[src/rtl/argmax_classifier.sv]
// argmax_classifier: sequential argmax/decision stage behind the softmax unit.
// A captured 10-class Q8.8 probability vector is scanned one class per cycle
// to find the winner, its confidence and the margin over the runner-up. Each
// decision goes into a small first-word-fall-through FIFO drained by the host
// through a valid/ready handshake.
module argmax_classifier #(
    parameter int                 NUM_CLASSES = 10,
    parameter int                 DATA_W      = 16,
    parameter logic [DATA_W-1:0]  CONF_THRESH = 16'h0080,
    parameter int                 FIFO_DEPTH  = 4
) (
    input  logic                          clk,
    input  logic                          rst,
    input  logic [NUM_CLASSES*DATA_W-1:0] probs,
    input  logic                          in_valid,
    output logic                          busy,
    output logic                          res_valid,
    input  logic                          res_ready,
    output logic [3:0]                    class_id,
    output logic [DATA_W-1:0]             confidence,
    output logic [DATA_W-1:0]             margin,
    output logic                          low_conf,
    output logic [7:0]                    drop_count,
    output logic                          overflow
);

    localparam int IDX_W = 4;
    localparam int PTR_W = $clog2(FIFO_DEPTH);

    typedef enum logic [1:0] {
        ST_IDLE = 2'd0,
        ST_SCAN = 2'd1,
        ST_PUSH = 2'd2
    } state_t;

    // Scan datapath state
    state_t              state_r;
    logic [DATA_W-1:0]   cap_r [NUM_CLASSES];
    logic [IDX_W-1:0]    count_r;
    logic [DATA_W-1:0]   best_r;
    logic [DATA_W-1:0]   second_r;
    logic [IDX_W-1:0]    best_idx_r;

    // Result FIFO storage and bookkeeping
    logic [IDX_W-1:0]    fifo_idx_r    [FIFO_DEPTH];
    logic [DATA_W-1:0]   fifo_conf_r   [FIFO_DEPTH];
    logic [DATA_W-1:0]   fifo_margin_r [FIFO_DEPTH];
    logic                fifo_low_r    [FIFO_DEPTH];
    logic [PTR_W-1:0]    wr_ptr_r;
    logic [PTR_W-1:0]    rd_ptr_r;
    logic [PTR_W:0]      occ_r;

    logic [7:0]          drop_count_r;
    logic                overflow_r;

    // Combinational helpers
    logic [DATA_W-1:0]   cur_p_s;
    logic                full_s;
    logic                not_empty_s;
    logic                pop_s;
    logic                push_req_s;
    logic                push_s;
    logic                drop_push_s;
    logic                drop_busy_s;
    logic [8:0]          drop_sum_s;
    logic [7:0]          drop_next_s;
    logic [DATA_W-1:0]   entry_margin_s;
    logic                entry_low_s;

    // Saturating 8-bit add used by the lost-frame counter
    function automatic logic [7:0] sat_add8(input logic [7:0] base, input logic [8:0] sum);
        logic [7:0] res;
        if (sum > 9'd255) begin
            res = 8'hFF;
        end else begin
            res = sum[7:0];
        end
        return (base == 8'hFF) ? 8'hFF : res;
    endfunction

    // Current class value, FIFO status and push/pop/drop decisions
    always_comb begin
        cur_p_s        = cap_r[count_r];
        full_s         = (occ_r == (PTR_W+1)'(FIFO_DEPTH));
        not_empty_s    = (occ_r != {(PTR_W+1){1'b0}});
        pop_s          = not_empty_s && res_ready;
        push_req_s     = (state_r == ST_PUSH);
        push_s         = push_req_s && (!full_s || pop_s);
        drop_push_s    = push_req_s && !push_s;
        drop_busy_s    = in_valid && (state_r != ST_IDLE);
        drop_sum_s     = {1'b0, drop_count_r} + {8'd0, drop_push_s} + {8'd0, drop_busy_s};
        drop_next_s    = sat_add8(drop_count_r, drop_sum_s);
        entry_margin_s = best_r - second_r;
        entry_low_s    = (best_r < CONF_THRESH);
    end

    // Frame FSM: capture on accept, scan one class per cycle, then push
    always_ff @(posedge clk) begin
        if (rst) begin
            state_r    <= ST_IDLE;
            count_r    <= {IDX_W{1'b0}};
            best_r     <= {DATA_W{1'b0}};
            second_r   <= {DATA_W{1'b0}};
            best_idx_r <= {IDX_W{1'b0}};
            for (int i = 0; i < NUM_CLASSES; i++) begin
                cap_r[i] <= {DATA_W{1'b0}};
            end
        end else begin
            case (state_r)
                ST_IDLE: begin
                    if (in_valid) begin
                        for (int i = 0; i < NUM_CLASSES; i++) begin
                            cap_r[i] <= probs[i*DATA_W +: DATA_W];
                        end
                        count_r    <= {IDX_W{1'b0}};
                        best_r     <= {DATA_W{1'b0}};
                        second_r   <= {DATA_W{1'b0}};
                        best_idx_r <= {IDX_W{1'b0}};
                        state_r    <= ST_SCAN;
                    end else begin
                        state_r    <= ST_IDLE;
                    end
                end
                ST_SCAN: begin
                    // Strict compare keeps ties on the lowest index; an equal
                    // runner-up still lands in second, giving a zero margin.
                    if (cur_p_s > best_r) begin
                        second_r   <= best_r;
                        best_r     <= cur_p_s;
                        best_idx_r <= count_r;
                    end else if (cur_p_s > second_r) begin
                        second_r   <= cur_p_s;
                    end else begin
                        second_r   <= second_r;
                    end
                    count_r <= count_r + 4'd1;
                    if (count_r == IDX_W'(NUM_CLASSES - 1)) begin
                        state_r <= ST_PUSH;
                    end else begin
                        state_r <= ST_SCAN;
                    end
                end
                ST_PUSH: begin
                    state_r <= ST_IDLE;
                end
                default: begin
                    state_r <= ST_IDLE;
                end
            endcase
        end
    end

    // Result FIFO: write on push, advance read pointer on pop, track occupancy
    always_ff @(posedge clk) begin
        if (rst) begin
            wr_ptr_r <= {PTR_W{1'b0}};
            rd_ptr_r <= {PTR_W{1'b0}};
            occ_r    <= {(PTR_W+1){1'b0}};
        end else begin
            if (push_s) begin
                fifo_idx_r[wr_ptr_r]    <= best_idx_r;
                fifo_conf_r[wr_ptr_r]   <= best_r;
                fifo_margin_r[wr_ptr_r] <= entry_margin_s;
                fifo_low_r[wr_ptr_r]    <= entry_low_s;
                wr_ptr_r                <= wr_ptr_r + 1'b1;
            end else begin
                wr_ptr_r <= wr_ptr_r;
            end
            if (pop_s) begin
                rd_ptr_r <= rd_ptr_r + 1'b1;
            end else begin
                rd_ptr_r <= rd_ptr_r;
            end
            case ({push_s, pop_s})
                2'b10:   occ_r <= occ_r + 1'b1;
                2'b01:   occ_r <= occ_r - 1'b1;
                default: occ_r <= occ_r;
            endcase
        end
    end

    // Lost-frame counter and sticky FIFO overflow flag
    always_ff @(posedge clk) begin
        if (rst) begin
            drop_count_r <= 8'd0;
            overflow_r   <= 1'b0;
        end else begin
            drop_count_r <= drop_next_s;
            overflow_r   <= overflow_r | drop_push_s;
        end
    end

    // FIFO head view; fields read as zero whenever nothing is queued
    always_comb begin
        busy       = (state_r != ST_IDLE);
        res_valid  = not_empty_s;
        drop_count = drop_count_r;
        overflow   = overflow_r;
        if (not_empty_s) begin
            class_id   = fifo_idx_r[rd_ptr_r];
            confidence = fifo_conf_r[rd_ptr_r];
            margin     = fifo_margin_r[rd_ptr_r];
            low_conf   = fifo_low_r[rd_ptr_r];
        end else begin
            class_id   = 4'd0;
            confidence = {DATA_W{1'b0}};
            margin     = {DATA_W{1'b0}};
            low_conf   = 1'b0;
        end
    end

endmodule

[config.mk]
export PLATFORM = sky130hd
export DESIGN_NAME = argmax_classifier
export DESIGN_NICKNAME = d
export VERILOG_FILES = /design/src/rtl/argmax_classifier.sv
export SDC_FILE = /design/constraint.sdc
export NUM_CORES = 1
export LEC_CHECK = 0
export CAP_MARGIN = 25
export CELL_PAD_IN_SITES_DETAIL_PLACEMENT = 1
export CELL_PAD_IN_SITES_GLOBAL_PLACEMENT = 2
export CORE_ASPECT_RATIO = 0.8
export CORE_MARGIN = 5
export CORE_UTILIZATION = 44
export CTS_BUF_LIST = sky130_fd_sc_hd__clkbuf_4
export CTS_CLUSTER_SIZE = 40
export DETAILED_ROUTE_END_ITERATION = 16
export PLACE_DENSITY = 0.84
export SLEW_MARGIN = 20
export SYNTH_ARGS = -nofsm -noshare
export SYNTH_HDL_FRONTEND = slang
export SYNTH_SLANG_ARGS = --single-unit
[constraint.sdc]
create_clock -name clk -period 10.75 [get_ports clk]
set_input_delay 2.15 -clock clk [delete_from_list [all_inputs] [get_ports clk]]
set_output_delay 2.15 -clock clk [all_outputs]
set_load 0.02 [all_outputs]
==> summary.txt <==
Synthesis
  • Synth Flop Type: edfxtp_1
  • Syn_nets: 1436
  • Ys Warns: 0
  • Number of synthesized flops with an enable pin: 308
  • Syn_area_per_cell: 14.0 um^2
  • Synth async-reset ratio: 0%
  • Post-Syn Area: 17000 um^2
  • Sequential-to-total area share from yosys stat: 62.0%
  • Synth cell types: 50
  • FF+latch count, synth: 372
  • Mapped Cells: 1215

Drt
  • DRT iter0 DRCs: 484
  • Routed vias: 10664
  • Vias per cell: 5.21
  • DRT antenna net count: 0
  • Post-route DRC: 0
  • Avg WL per Cell: 20.5 um
  • Routed wire length: 42000 um
  • TritonRoute pass-1 iters: 4

Floorplan
  • Die height: 186 um
  • Initial core utilization: 44.4%
  • Die area: 42600 um^2
  • Core Footprint: 38200 um^2
  • Die W: 230 um
  • Top Ports: 212
  • Site Rows: 64

Hold path
  • Worst min path class: reg -> reg

Clock network
  • CTS tree: yes
  • TritonCTS Buffers: 94
  • Clk root buf: clkbuf_4
  • H-tree depth: 3
  • Postcts setup bufs: 0
  • CTS Sinks: 372
  • Clock transition at path regs: 0.06 ns
  • Worst skew pair latency: 0.74 ns
  • Longest Clk Path Bufs: 3
  • PostCTS Resize Cnt: 0
  • Hold buffer count at cts: 0

Global route
  • Antenna violations before repair: 3
  • Largest net degree at the start of global routing: 95
  • First-pass GRT wire length: 66400 um
  • Vias in the first global route: 11721
  • Gr usage total: 20.0%
  • Gr ovfl total: 0

Final layout
  • Area occupied by multi-input gates: 5960 um^2
  • Commonest non-fill, non-tap cell in the layout: edfxtp_1
  • Final nets: 1694
  • Cell Count, Final, Fillers Out: 2045
  • Sequential Area: 10500 um^2
  • Filler cells: 3771
  • Share of cells above drive strength 1: 16.3%
  • Most frequent cells in the layout: edfxtp_1, clkdlybuf4s50_1, and2_1
  • Fin util: 54.5%
  • Synthesis-to-layout area growth: 22.6%

Critical path
  • Gate family responsible for the most delay along the worst path: compound AO/OA/AOI/OAI gates
  • Req. time, crit path: 11.39 ns
  • Critical Path Max Stage Delay: 0.69 ns
  • Slowest-stage cell, CP: a22oi_4
  • Crit path max fanout: 32
  • CP bufs+invs: 2
  • Worst-path cell chain: buf_4 > mux4_2 > a22oi_1 > nand2_1 > ha_1 > nand4_1 > or3_1 > or2_0 > o31a_1 > buf_4 > a22oi_4 > a22oi_1 > a311oi_1
  • CP arrival: 5.83 ns
  • Critical path class: reg -> reg
  • Crit end category: flip-flop
  • CP Launch Type: flip-flop

Timing
  • Fin crit share: 48.3%
  • Tmin final: 5.19 ns
  • Worst Tran Pin Value: 1.09 ns
  • Slew HR: 27.0%
  • Final Hold Fails: 0
  • Final Max Slew Viols: 0
  • Setup TNS: 0 ns
  • Clk_skew: 0.0484 ns
  • Setup-failing EPs final: 0
  • Max Freq: 193 MHz
  • RSZ-0062 raised after global routing: false

Power and ir drop
  • Switch Pwr: 0.868 mW
  • Lkg Pwr: 7.44 nW
  • Worst VDD drop: 62.6 uV
  • Comb power frac: 14.0%
  • Sequential power share: 50.2%
  • Int Power: 2.53 mW
  • Clock network fraction of design power: 35.8%
  • Power Density: 163 nW/um^2
  • Sw frac: 25.5%
  • Total power: 3.40 mW

Placement
  • Placed cell count: 1870
  • HPWL Detailed: 29700 um
  • Gp weighted congestion: 0.826
  • IO Port Bufs: 211

Job
  • Max-Cap Viols: 0

Run status
  • Status: finished clean
==> per-layer routing <==
| metal | GRT usage, % | vias to the layer above | share of wire, % |
|---|---|---|---|
| li1 | - | 5059 | - |
| met1 | 26.8 | 5291 | 44 |
| met2 | 33.2 | 265 | 49 |
| met3 | 4.71 | 49 | 5.5 |
| met4 | 5.72 | 0 | 1.4 |
| met5 | 0 | - | 0 |
==> path summary, 6_finish.rpt <==
kind,startpoint,endpoint,slack (ns),cells after the start
setup / recovery,flip-flop,second_r[10],5.56,13
hold / removal,second_r[14],second_r[14],0.47,2
hold reg to reg,second_r[14],second_r[14],0.47,2
setup reg to reg,flip-flop,second_r[10],5.56,13
==> flip-flops by register name, indices dropped and copies added (netlist names), named ones only <==
name,count
cap_r,160
fifo_conf_r,64
fifo_margin_r,64
best_r,16
fifo_idx_r,16
second_r,16
drop_count,8
best_idx_r,4
count_r,4
fifo_low_r,4
occ_r,3
rd_ptr_r,2
state_r,2
wr_ptr_r,2
overflow,1
==> stage by stage <==
step                      setup slack [ns]  area, um^2  hold WS [ns]
after floorplan                       3.94       17000         0.443
after global routing                  5.27       20800         0.480
final                                 5.56       20800         0.468
after global placement                5.57       19500         0.449
after CTS                             5.49       20800         0.466
after detailed placement              5.47       19500         0.458
==> worst reg2reg max path: stages (launching register included) <==
cell      delay [ns]
dfxtp_4         0.63
buf_4           0.53
mux4_2          0.64
a22oi_1         0.22
nand2_1         0.22
ha_1            0.36
nand4_1         0.13
or3_1           0.42
or2_0           0.23
o31a_1          0.24
buf_4           0.28
a22oi_4         0.69
a22oi_1         0.23
a311oi_1        0.30
==> logic make-up after synthesis <==
| logic type | Yosys count | synth area share (%) |
|---|---|---|
| compound gates | 146 | 5.23 |
| mux | 100 | 11.0 |
| buf+inv | 116 | 2.90 |
| fa+ha+maj | 57 | 4.34 |
| simple gates | 402 | 13.3 |
| flops | 372 | 62.0 |
| xor+xnor | 22 | 1.14 |
==> synth_stat cells, drive strengths merged (4+ instances only) <==
cell type	count	area [um^2]
a211oi	13	97.6
a21oi	84	420
a22oi	7	66.3
a311oi	4	35.0
and2	204	1280
buf	25	151
clkbuf	42	158
dfxtp	64	1280
edfxtp	308	9250
ha	54	676
inv	49	184
mux2	4	45.0
mux2i	27	270
mux4	69	1550
nand2	44	165
nand2b	12	75.1
nand3	49	245
nand4	7	43.8
nor2	35	131
nor2b	20	125
nor3	5	25.0
o211ai	7	52.6
o21ai	13	65.1
or2	13	81.3
xnor2	16	140
xor2	6	52.6
==> power groups by stage <==
stage	registers [mW]	logic, mW	clock network (mW)
after floorplan	1.72	0.313	0
after global placement	1.73	0.456	0
after detailed placement	1.74	0.476	0
after CTS	1.70	0.478	1.26
after global routing	1.71	0.523	1.35
final	1.70	0.477	1.22
==> area by class of cell <==
type	instances	area share (%)
clock buffers	134	4.83
inverters	49	0.884
multi-input cells	727	28.7
repair buffers	229	10.9
diodes	4	0.0481
well taps	495	2.98
clock inverters	35	1.05
flip-flops and latches	372	50.6
(Power assumes the default switching activity.)
